==> src/rtl/riscv_pkg.sv <==
// Shared RISC-V front-end types: fetch FSM states, canonical NOP and the fetch queue entry.
package riscv_pkg;

    localparam logic [31:0] RV_NOP = 32'h0000_0013;

    typedef enum logic [1:0] {
        RUN,
        FAULT_PEND,
        HALT
    } fetch_state_t;

    typedef struct packed {
        logic [31:0] pc;
        logic [31:0] instr;
        logic        misalign;
    } fetch_entry_t;

endpackage

==> src/rtl/fetch_unit_if.sv <==
// Fetch-stage bus: instruction-memory port, redirect input and decoder handshake.
interface fetch_unit_if;
    logic [31:0] imem_addr_o;
    logic [31:0] imem_data_i;
    logic        redirect_i;
    logic [31:0] redirect_pc_i;
    logic        dec_valid_o;
    logic        dec_ready_i;
    logic [31:0] dec_instr_o;
    logic [31:0] dec_pc_o;
    logic        dec_misalign_o;

    modport master (
        output imem_addr_o,
        input  imem_data_i,
        input  redirect_i,
        input  redirect_pc_i,
        output dec_valid_o,
        input  dec_ready_i,
        output dec_instr_o,
        output dec_pc_o,
        output dec_misalign_o
    );

    modport slave (
        input  imem_addr_o,
        output imem_data_i,
        output redirect_i,
        output redirect_pc_i,
        input  dec_valid_o,
        output dec_ready_i,
        input  dec_instr_o,
        input  dec_pc_o,
        input  dec_misalign_o
    );
endinterface

==> src/rtl/fetch_queue.sv <==
// Two-entry FIFO of fetch entries; slot0 is always the head, so a pop shifts slot1 down.
module fetch_queue
    import riscv_pkg::*;
(
    input  logic         clk,
    input  logic         rst,
    input  logic         push,
    input  logic         pop,
    input  logic         flush,
    input  logic         load,
    input  fetch_entry_t push_entry,
    input  fetch_entry_t load_entry,
    output logic [1:0]   count,
    output fetch_entry_t head
);
    fetch_entry_t slot0;
    fetch_entry_t slot1;

    // load replaces the whole queue with one entry, so it dominates flush
    always_ff @(posedge clk or posedge rst) begin
        if (rst)
            count <= 2'd0;
        else if (load)
            count <= 2'd1;
        else if (flush)
            count <= 2'd0;
        else if (push && !pop)
            count <= count + 2'd1;
        else if (pop && !push)
            count <= count - 2'd1;
    end

    always_ff @(posedge clk) begin
        if (load) begin
            slot0 <= load_entry;
        end else if (!flush) begin
            if (pop) begin
                slot0 <= (push && count == 2'd1) ? push_entry : slot1;
                if (push)
                    slot1 <= push_entry;
            end else if (push) begin
                if (count == 2'd0)
                    slot0 <= push_entry;
                else
                    slot1 <= push_entry;
            end
        end
    end

    assign head = (count == 2'd0) ? '0 : slot0;
endmodule

==> src/rtl/fetch_unit.sv <==
// Instruction fetch: owns the PC, queues (pc, instr) pairs for decode, handles redirects and misaligned targets.
module fetch_unit
    import riscv_pkg::*;
#(
    parameter logic [31:0] RESET_PC  = 32'h0000_0000,
    parameter logic [31:0] NOP_INSTR = RV_NOP
) (
    input  logic         clk_i,
    input  logic         rst_i,
    fetch_unit_if.master bus
);
    fetch_state_t state;
    fetch_state_t state_next;
    logic [31:0]  fetch_pc;
    logic [1:0]   count;
    fetch_entry_t head;
    fetch_entry_t push_entry;
    fetch_entry_t load_entry;
    logic         valid;
    logic         aligned;
    logic         push;
    logic         pop;
    logic         flush;
    logic         load;

    assign valid      = (count != 2'd0);
    assign aligned    = (bus.redirect_pc_i[1:0] == 2'b00);
    assign push_entry = {fetch_pc, bus.imem_data_i, 1'b0};
    assign load_entry = {bus.redirect_pc_i, NOP_INSTR, 1'b1};

    // A redirect discards whatever head is on offer, so it also blocks the pop
    always_comb begin
        state_next = state;
        pop        = valid & bus.dec_ready_i & ~bus.redirect_i;
        push       = 1'b0;
        flush      = 1'b0;
        load       = 1'b0;
        if (bus.redirect_i) begin
            flush      = aligned;
            load       = ~aligned;
            state_next = aligned ? RUN : FAULT_PEND;
        end else begin
            case (state)
                RUN:        push = (count != 2'd2) | pop;
                FAULT_PEND: if (pop) state_next = HALT;
                default:    ;
            endcase
        end
    end

    always_ff @(posedge clk_i or posedge rst_i) begin
        if (rst_i)
            state <= RUN;
        else
            state <= state_next;
    end

    // A misaligned redirect leaves fetch_pc where it was; only HALT exit via a new redirect moves it
    always_ff @(posedge clk_i or posedge rst_i) begin
        if (rst_i)
            fetch_pc <= RESET_PC;
        else if (bus.redirect_i && aligned)
            fetch_pc <= bus.redirect_pc_i;
        else if (push)
            fetch_pc <= fetch_pc + 32'd4;
    end

    fetch_queue u_queue (
        .clk        (clk_i),
        .rst        (rst_i),
        .push       (push),
        .pop        (pop),
        .flush      (flush),
        .load       (load),
        .push_entry (push_entry),
        .load_entry (load_entry),
        .count      (count),
        .head       (head)
    );

    assign bus.imem_addr_o    = fetch_pc;
    assign bus.dec_valid_o    = valid;
    assign bus.dec_instr_o    = head.instr;
    assign bus.dec_pc_o       = head.pc;
    assign bus.dec_misalign_o = head.misalign;
endmodule

==> src/flat_wrapper.sv <==
// flat-port wrapper written by rule: the top's interface ports become plain ports
module fetch_unit_flat import riscv_pkg::*;
#(
    parameter logic [31:0] RESET_PC  = 32'h0000_0000,
    parameter logic [31:0] NOP_INSTR = RV_NOP
)
  (clk_i, rst_i, bus_imem_addr_o, bus_imem_data_i, bus_redirect_i, bus_redirect_pc_i, bus_dec_valid_o, bus_dec_ready_i, bus_dec_instr_o, bus_dec_pc_o, bus_dec_misalign_o);
  fetch_unit_if bus_i ();
  input  logic clk_i;
  input  logic rst_i;
  output wire logic [$bits(bus_i.imem_addr_o)-1:0] bus_imem_addr_o;
  input wire logic [$bits(bus_i.imem_data_i)-1:0] bus_imem_data_i;
  input wire logic [$bits(bus_i.redirect_i)-1:0] bus_redirect_i;
  input wire logic [$bits(bus_i.redirect_pc_i)-1:0] bus_redirect_pc_i;
  output wire logic [$bits(bus_i.dec_valid_o)-1:0] bus_dec_valid_o;
  input wire logic [$bits(bus_i.dec_ready_i)-1:0] bus_dec_ready_i;
  output wire logic [$bits(bus_i.dec_instr_o)-1:0] bus_dec_instr_o;
  output wire logic [$bits(bus_i.dec_pc_o)-1:0] bus_dec_pc_o;
  output wire logic [$bits(bus_i.dec_misalign_o)-1:0] bus_dec_misalign_o;
  assign bus_imem_addr_o = bus_i.imem_addr_o;
  assign bus_i.imem_data_i = bus_imem_data_i;
  assign bus_i.redirect_i = bus_redirect_i;
  assign bus_i.redirect_pc_i = bus_redirect_pc_i;
  assign bus_dec_valid_o = bus_i.dec_valid_o;
  assign bus_i.dec_ready_i = bus_dec_ready_i;
  assign bus_dec_instr_o = bus_i.dec_instr_o;
  assign bus_dec_pc_o = bus_i.dec_pc_o;
  assign bus_dec_misalign_o = bus_i.dec_misalign_o;
  fetch_unit #(.RESET_PC(RESET_PC), .NOP_INSTR(NOP_INSTR)) u_core (.clk_i(clk_i), .rst_i(rst_i), .bus(bus_i));
endmodule
==> config.mk <==
export PLATFORM = sky130hd
export DESIGN_NAME = fetch_unit_flat
export DESIGN_NICKNAME = d
export VERILOG_FILES = /design/src/rtl/riscv_pkg.sv /design/src/rtl/fetch_unit_if.sv /design/src/rtl/fetch_queue.sv /design/src/rtl/fetch_unit.sv /design/src/flat_wrapper.sv
export SDC_FILE = /design/constraint.sdc
export NUM_CORES = 1
export LEC_CHECK = 0
export CORE_UTILIZATION = 35
export CTS_CLUSTER_SIZE = 12
export DETAILED_ROUTE_END_ITERATION = 8
export SYNTH_ARGS = -nofsm -noshare
export SYNTH_HDL_FRONTEND = slang
export SYNTH_SLANG_ARGS = --single-unit
==> constraint.sdc <==
create_clock -name clk_i -period 6.1 [get_ports clk_i]
set_clock_uncertainty 0.2 [all_clocks]
set_input_delay 0.915 -clock clk_i [delete_from_list [all_inputs] [get_ports clk_i]]
set_output_delay 0.915 -clock clk_i [all_outputs]
set_load 0.02 [all_outputs]
=== Yosys cells after proc, flatten, opt, wreduce, memory -nomap -nowiden ===
Index checks and enable logic that the tools add are counted.

* Shift operators: 0
* Reductions and logical operators: 22
* Multipliers: 0
* Bitwise gates (word level): 7
* Eq/ne operators: 5
* Order comparisons: 0
* Mux-type cells: 25
* $add $sub $neg: 3
* Div/mod/pow operators: 0

{| class="wikitable"
|+ Operators with widths
! kind !! number
|-
| $mux W65 || 11
|-
| $mux W32 || 2
|-
| $add A32 B3 Y32 const B || 1
|-
| $mux W2 || 7
|-
| $reduce_bool A2 Y1 || 6
|-
| $logic_not A2 Y1 || 3
|-
| $reduce_and A3 Y1 || 2
|-
| $reduce_bool A3 Y1 || 2
|-
| $mux W1 || 5
|-
| $eq A2 B1 Y1 const B || 2
|-
| $logic_and A1 B1 Y1 || 4
|-
| $ne A2 B2 Y1 const B || 2
|-
| $not A1 Y1 || 4
|-
| $reduce_and A4 Y1 || 1
|-
| $reduce_bool A4 Y1 || 1
|-
| $add A2 B1 Y2 const B || 1
|-
| $and A1 B1 Y1 || 2
|-
| $logic_not A1 Y1 || 2
|-
| $ne A2 B1 Y1 const B || 1
|-
| $reduce_and A2 Y1 || 1
|-
| $sub A2 B1 Y2 const B || 1
|-
| $or A1 B1 Y1 || 1
|}

* Memory bits (read-only): 0
* Output and inout port bits: 98
* Bits in registers: 166
* Memory bits (writable): 0
* Bits of input ports: 68
* Memories kept: 0
* Latch bits: 0
* Logic and storage cells: 71

=== Logic depth before layout (Yosys ltp) ===
* Depth in word-level cells: 12
* Mapped depth: 11
* Gate-level depth less buffers: 9

=== Modules after synthesis ===
From an unflattened synthesis, not the netlist that was laid out.

* Cell total of the unflattened synthesis: 656
* Area total of the unflattened synthesis: 8092.8 sq um

{| class="wikitable"
|+ Modules (own cells, without submodules)
! module !! sequential area each (sq um) !! area an instance (sq um) !! cells each !! instances
|-
| fetch_queue || 3953.8 || 6183.4 || 448 || 1
|-
| fetch_unit || 850.8 || 1909.3 || 208 || 1
|}

=== Worst setup path before layout ===
OpenSTA, ideal clock, no wires.

* Kind: input-to-reg
* Start: in bus_dec_ready_i
* End: reg u_core.u_queue.slot1[10] in the netlist's numbering (enable)
* Library setup time: 0.486 ns
* Arrival time: 4.456 ns
* Setup slack: 0.958 ns
* Data required time: 5.414 ns
* Stages on the path: 5
* Cell sequence: nand2b_1 -> a2111o_1 -> buf_2 -> buf_2 -> nor2_1

* Word-level cells in the longest chain between the ends: 6

{| class="wikitable"
|+ Ends and longest elaborated chain
! element !! line !! source
|-
| start: declaration || flat_wrapper.sv:16 || <nowiki>input wire logic [$bits(bus_i.dec_ready_i)-1:0] bus_dec_ready_i;</nowiki>
|-
| $and A1 B1 Y1 * (2 in series) || fetch_unit.sv:34 || <nowiki>pop = valid & bus.dec_ready_i & ~bus.redirect_i;</nowiki>
|-
| $or A1 B1 Y1 || fetch_unit.sv:44 || <nowiki>RUN: push = (count != 2'd2) | pop;</nowiki>
|-
| $mux W1 || fetch_unit.sv:43 || <nowiki>case (state)</nowiki>
|-
| $mux W1 || fetch_unit.sv:38 || <nowiki>if (bus.redirect_i) begin</nowiki>
|-
| $reduce_and A4 Y1 (no source line) * || -- ||
|-
| end signal: assignment || fetch_queue.sv:40 || <nowiki>slot1 <= push_entry;</nowiki>
|-
| end signal: assignment || fetch_queue.sv:45 || <nowiki>slot1 <= push_entry;</nowiki>
|-
| end: declaration || fetch_queue.sv:17 || <nowiki>fetch_entry_t slot1;</nowiki>
|}

Mark *: on every way between the ends. The rest lies on a longest branch, timed or not.
A chain may end at the register's enable or synchronous reset.

=== Final worst setup path ===
* Start: reg u_core.u_queue.count[0]
* End: reg u_core.fetch_pc[12] (netlist: u_core.bus.imem_addr_o[12])

* Word-level cells in the longest chain between the ends: 7

{| class="wikitable"
|+ Ends and longest elaborated chain
! element !! line !! source
|-
| start: declaration || fetch_queue.sv:13 || <nowiki>output logic [1:0] count,</nowiki>
|-
| start signal: assignment || fetch_queue.sv:28 || <nowiki>count <= count + 2'd1;</nowiki>
|-
| start signal: assignment || fetch_queue.sv:30 || <nowiki>count <= count - 2'd1;</nowiki>
|-
| $reduce_bool A2 Y1 || fetch_unit.sv:26 || <nowiki>assign valid = (count != 2'd0);</nowiki>
|-
| $and A1 B1 Y1 (2 in series) || fetch_unit.sv:34 ||
|-
| $or A1 B1 Y1 * || fetch_unit.sv:44 ||
|-
| $mux W1 * || fetch_unit.sv:43 ||
|-
| $mux W1 * || fetch_unit.sv:38 ||
|-
| $reduce_bool A2 Y1 (no source line) * || -- ||
|-
| end signal: assignment || fetch_unit.sv:63 || <nowiki>fetch_pc <= bus.redirect_pc_i;</nowiki>
|-
| end signal: assignment || fetch_unit.sv:65 || <nowiki>fetch_pc <= fetch_pc + 32'd4;</nowiki>
|-
| end: declaration || fetch_unit.sv:14 || <nowiki>logic [31:0] fetch_pc;</nowiki>
|}

Marks and branches as above.

==> out/results.txt <==
Final period utilization - 66.1%
Worst-skew pair later-pin latency - 0.43 ns
Post-synth EDFFs - 96
I/O pin total - 166
Pin count of the biggest net entering global routing - 81
Status - finished clean
First-pass GRT wire length - 30300 µm
Max FO, Critical Path - 69
CP Capture Type - flip-flop
Core box area - 21100 µm²
VDD IR-drop max - 0.202 mV
Ys async rst share - 21.8%
Avg Cell Area, Syn - 11.7 µm²
Die height - 149 µm
Routability cong. - 0.813
Least-Margin Pin Slew - 1.17 ns
Drt pass-1 iters - 4
Area grow syn2layout - 32.7%
PostCTS Resize Cnt - 0
Required @ worst endpoint - 6.21 ns
Final hold violation count - 0
Register area share after synthesis - 58.7%
Fraction of layout cells with a size suffix above 1 - 6.60%
GRT Total Usage - 17.6%
Die X - 149 µm
Vias - 5603
Total negative slack - 0 ns
Combined area of all synthesized cells - 7560 µm²
Final ANT Viol Nets - 0
DRT iter0 DRCs - 349
ANT cells - 0
Postcts setup bufs - 0
Synthesis-stage register bit count - 165
Die ar. - 22200 µm²
CTS buffer count - 17
Input/output buffers - 165
Yosys warns - 0
Initial Util - 35.9%
# setup viols final - 0
Routed vias/inst - 5.20
Min Tclk post-route - 4.03 ns
Max Clock Freq - 0.248 GHz
CTS tree - done
CTS clk-pin slew, worst paths - 0.07 ns
Nets - 865
Max-Slew Margin vs Limit - 21.7%
Routed WL - 19100 µm
Fin. max-slew vios - 0
Gate Count Post-Synth - 644
DP HPWL - 12700 µm
Post-synth top flop - edfxtp_1
Startpoint types - flip-flop
Sink Count - 165
Routed WL per cell - 17.7 µm
Crit path kind - flip-flop to flip-flop
# rows - 53
Mapped Nets - 719
RSZ-0062 raised after global routing - false
CTS Hold Buffers Added - 0
Vias in the first global route - 5601
Initial antenna violation count - 0
Max-cap viol count - 0
Hold Path Class - flip-flop to flip-flop
Root Driver - clkbuf_16
Total grt overflow - 0
Clock tree buffer depth - 2
DRC viols - 0
Crit path arrival time - 4.14 ns
CTS H-tree depth - 4
Pleak - 0.00355 µW
Total chip power - 3580 µW
Count of cell types in the netlist - 49
Power per cell area - 357 nW/µm²
[per-layer routing]
| metal | global-route usage [%] | vias to the layer above | wire, µm |
|---|---|---|---|
| met5 | 0 | - | 0 |
| li1 | - | 2721 | - |
| met4 | 6.12 | 0 | 361 |
| met2 | 29.1 | 150 | 9520 |
| met3 | 3.98 | 22 | 959 |
| met1 | 22.7 | 2710 | 8250 |
[cell type report]
cell class / count / area (µm²)
multi-input cells: 423 / 2910
flip-flops and latches: 165 / 4440
inverters: 9 / 35.0
fillers: 1910 / 11000
well taps: 275 / 344
clock inverters: 14 / 150
repair buffers: 174 / 1730
clock buffers: 18 / 429
[per-stage QoR]
step / cells / setup slack, ns / utilization [%] / area, µm² / hold slack, ns
floorplan: 644 / 0.958 / - / 7560 / 0.216
global placement: 1046 / 2.12 / 44.9 / 9460 / 0.230
detailed placement: 1046 / 1.99 / 44.9 / 9460 / 0.231
CTS: 1078 / 2.05 / 47.6 / 10000 / 0.243
global route: 1078 / 1.58 / 47.6 / 10000 / 0.260
finish: 1078 / 2.07 / 47.6 / 10000 / 0.247
[report_power, final]
group / internal [µW] / switching [µW] / leakage, µW
Combinational: 463 / 536 / 0.00162
Sequential: 1390 / 137 / 0.00165
Clock: 606 / 449 / 0.000272
[registers in the layout, summed over array words and instances (netlist names)]
signal / flops
u_core.u_queue.count: 2
u_core.state: 2
u_core.u_queue.slot1: 64
u_core.bus.imem_addr_o: 32
u_core.u_queue.slot0: 65
[worst paths after layout]
check                                   startpoint                         end  slack [ns]  depth (start not counted)
max reg2reg                u_core.u_queue.count[0]  u_core.bus.imem_addr_o[12]        2.07                          9
min in group asynchronous                    rst_i  u_core.bus.imem_addr_o[25]        0.71                          3
min reg2reg                u_core.u_queue.slot0[0]     u_core.u_queue.slot0[0]        0.25                          2
min                        u_core.u_queue.slot0[0]     u_core.u_queue.slot0[0]        0.25                          2
max                        u_core.u_queue.count[0]  u_core.bus.imem_addr_o[12]        2.07                          9
max in group asynchronous                    rst_i  u_core.bus.imem_addr_o[28]        4.65                          3
[Yosys cell counts, types with 4 or more instances]
master,n,area share [%]
edfxtp_1,96,38
nor2b_1,68,5.6
nor2_1,49,2.4
nand2_1,48,2.4
mux2i_1,37,4.9
dfrtp_1,36,12
dfxtp_1,33,8.7
a221o_1,31,4.1
a211oi_1,30,3.0
nor3b_1,29,2.9
clkbuf_1,25,1.2
buf_2,18,1.2
o21ai_0,18,1.2
nand3_1,17,1.1
o211ai_1,12,1.2
o311ai_0,11,1.3
and2_1,8,0.66
inv_1,8,0.40
a21oi_1,7,0.46
ha_1,7,1.2
nand4_1,7,0.58
a31oi_1,5,0.41
buf_4,4,0.40
nor3_1,4,0.26
[logic make-up after synthesis]
logic type,synth area share (%)
buffers and inverters,3.29
AND/OR/NAND/NOR,17.9
adder cells (fa/ha/maj),1.16
XOR/XNOR,0.232
flip-flops,58.7
multiplexers,4.90
AO/OA/AOI/OAI,13.7
[worst max-delay path: stages (launching register included)]
cell and delay, ns:
dfrtp_1 0.40, inv_1 0.12, ha_2 0.17, buf_4 0.59
nand2b_1 0.21, a2111o_1 0.52, clkinv_2 0.42, nor2_1 0.89
o21ai_0 0.22, o311ai_0 0.15
[layout by cell type (no fill, tap or decap), types with 18 or more instances in the layout]
cell type        instances
nor2_1                  47
dfxtp_1                 33
nand2_1                 48
clkdlybuf4s50_1        164
a211oi_1                30
a221o_1                 31
mux2i_1                 37
o21ai_0                 18
edfxtp_1                96
nor2b_1                 67
dfrtp_1                 36
nor3b_1                 29
Power figures use the tool's default switching activity.
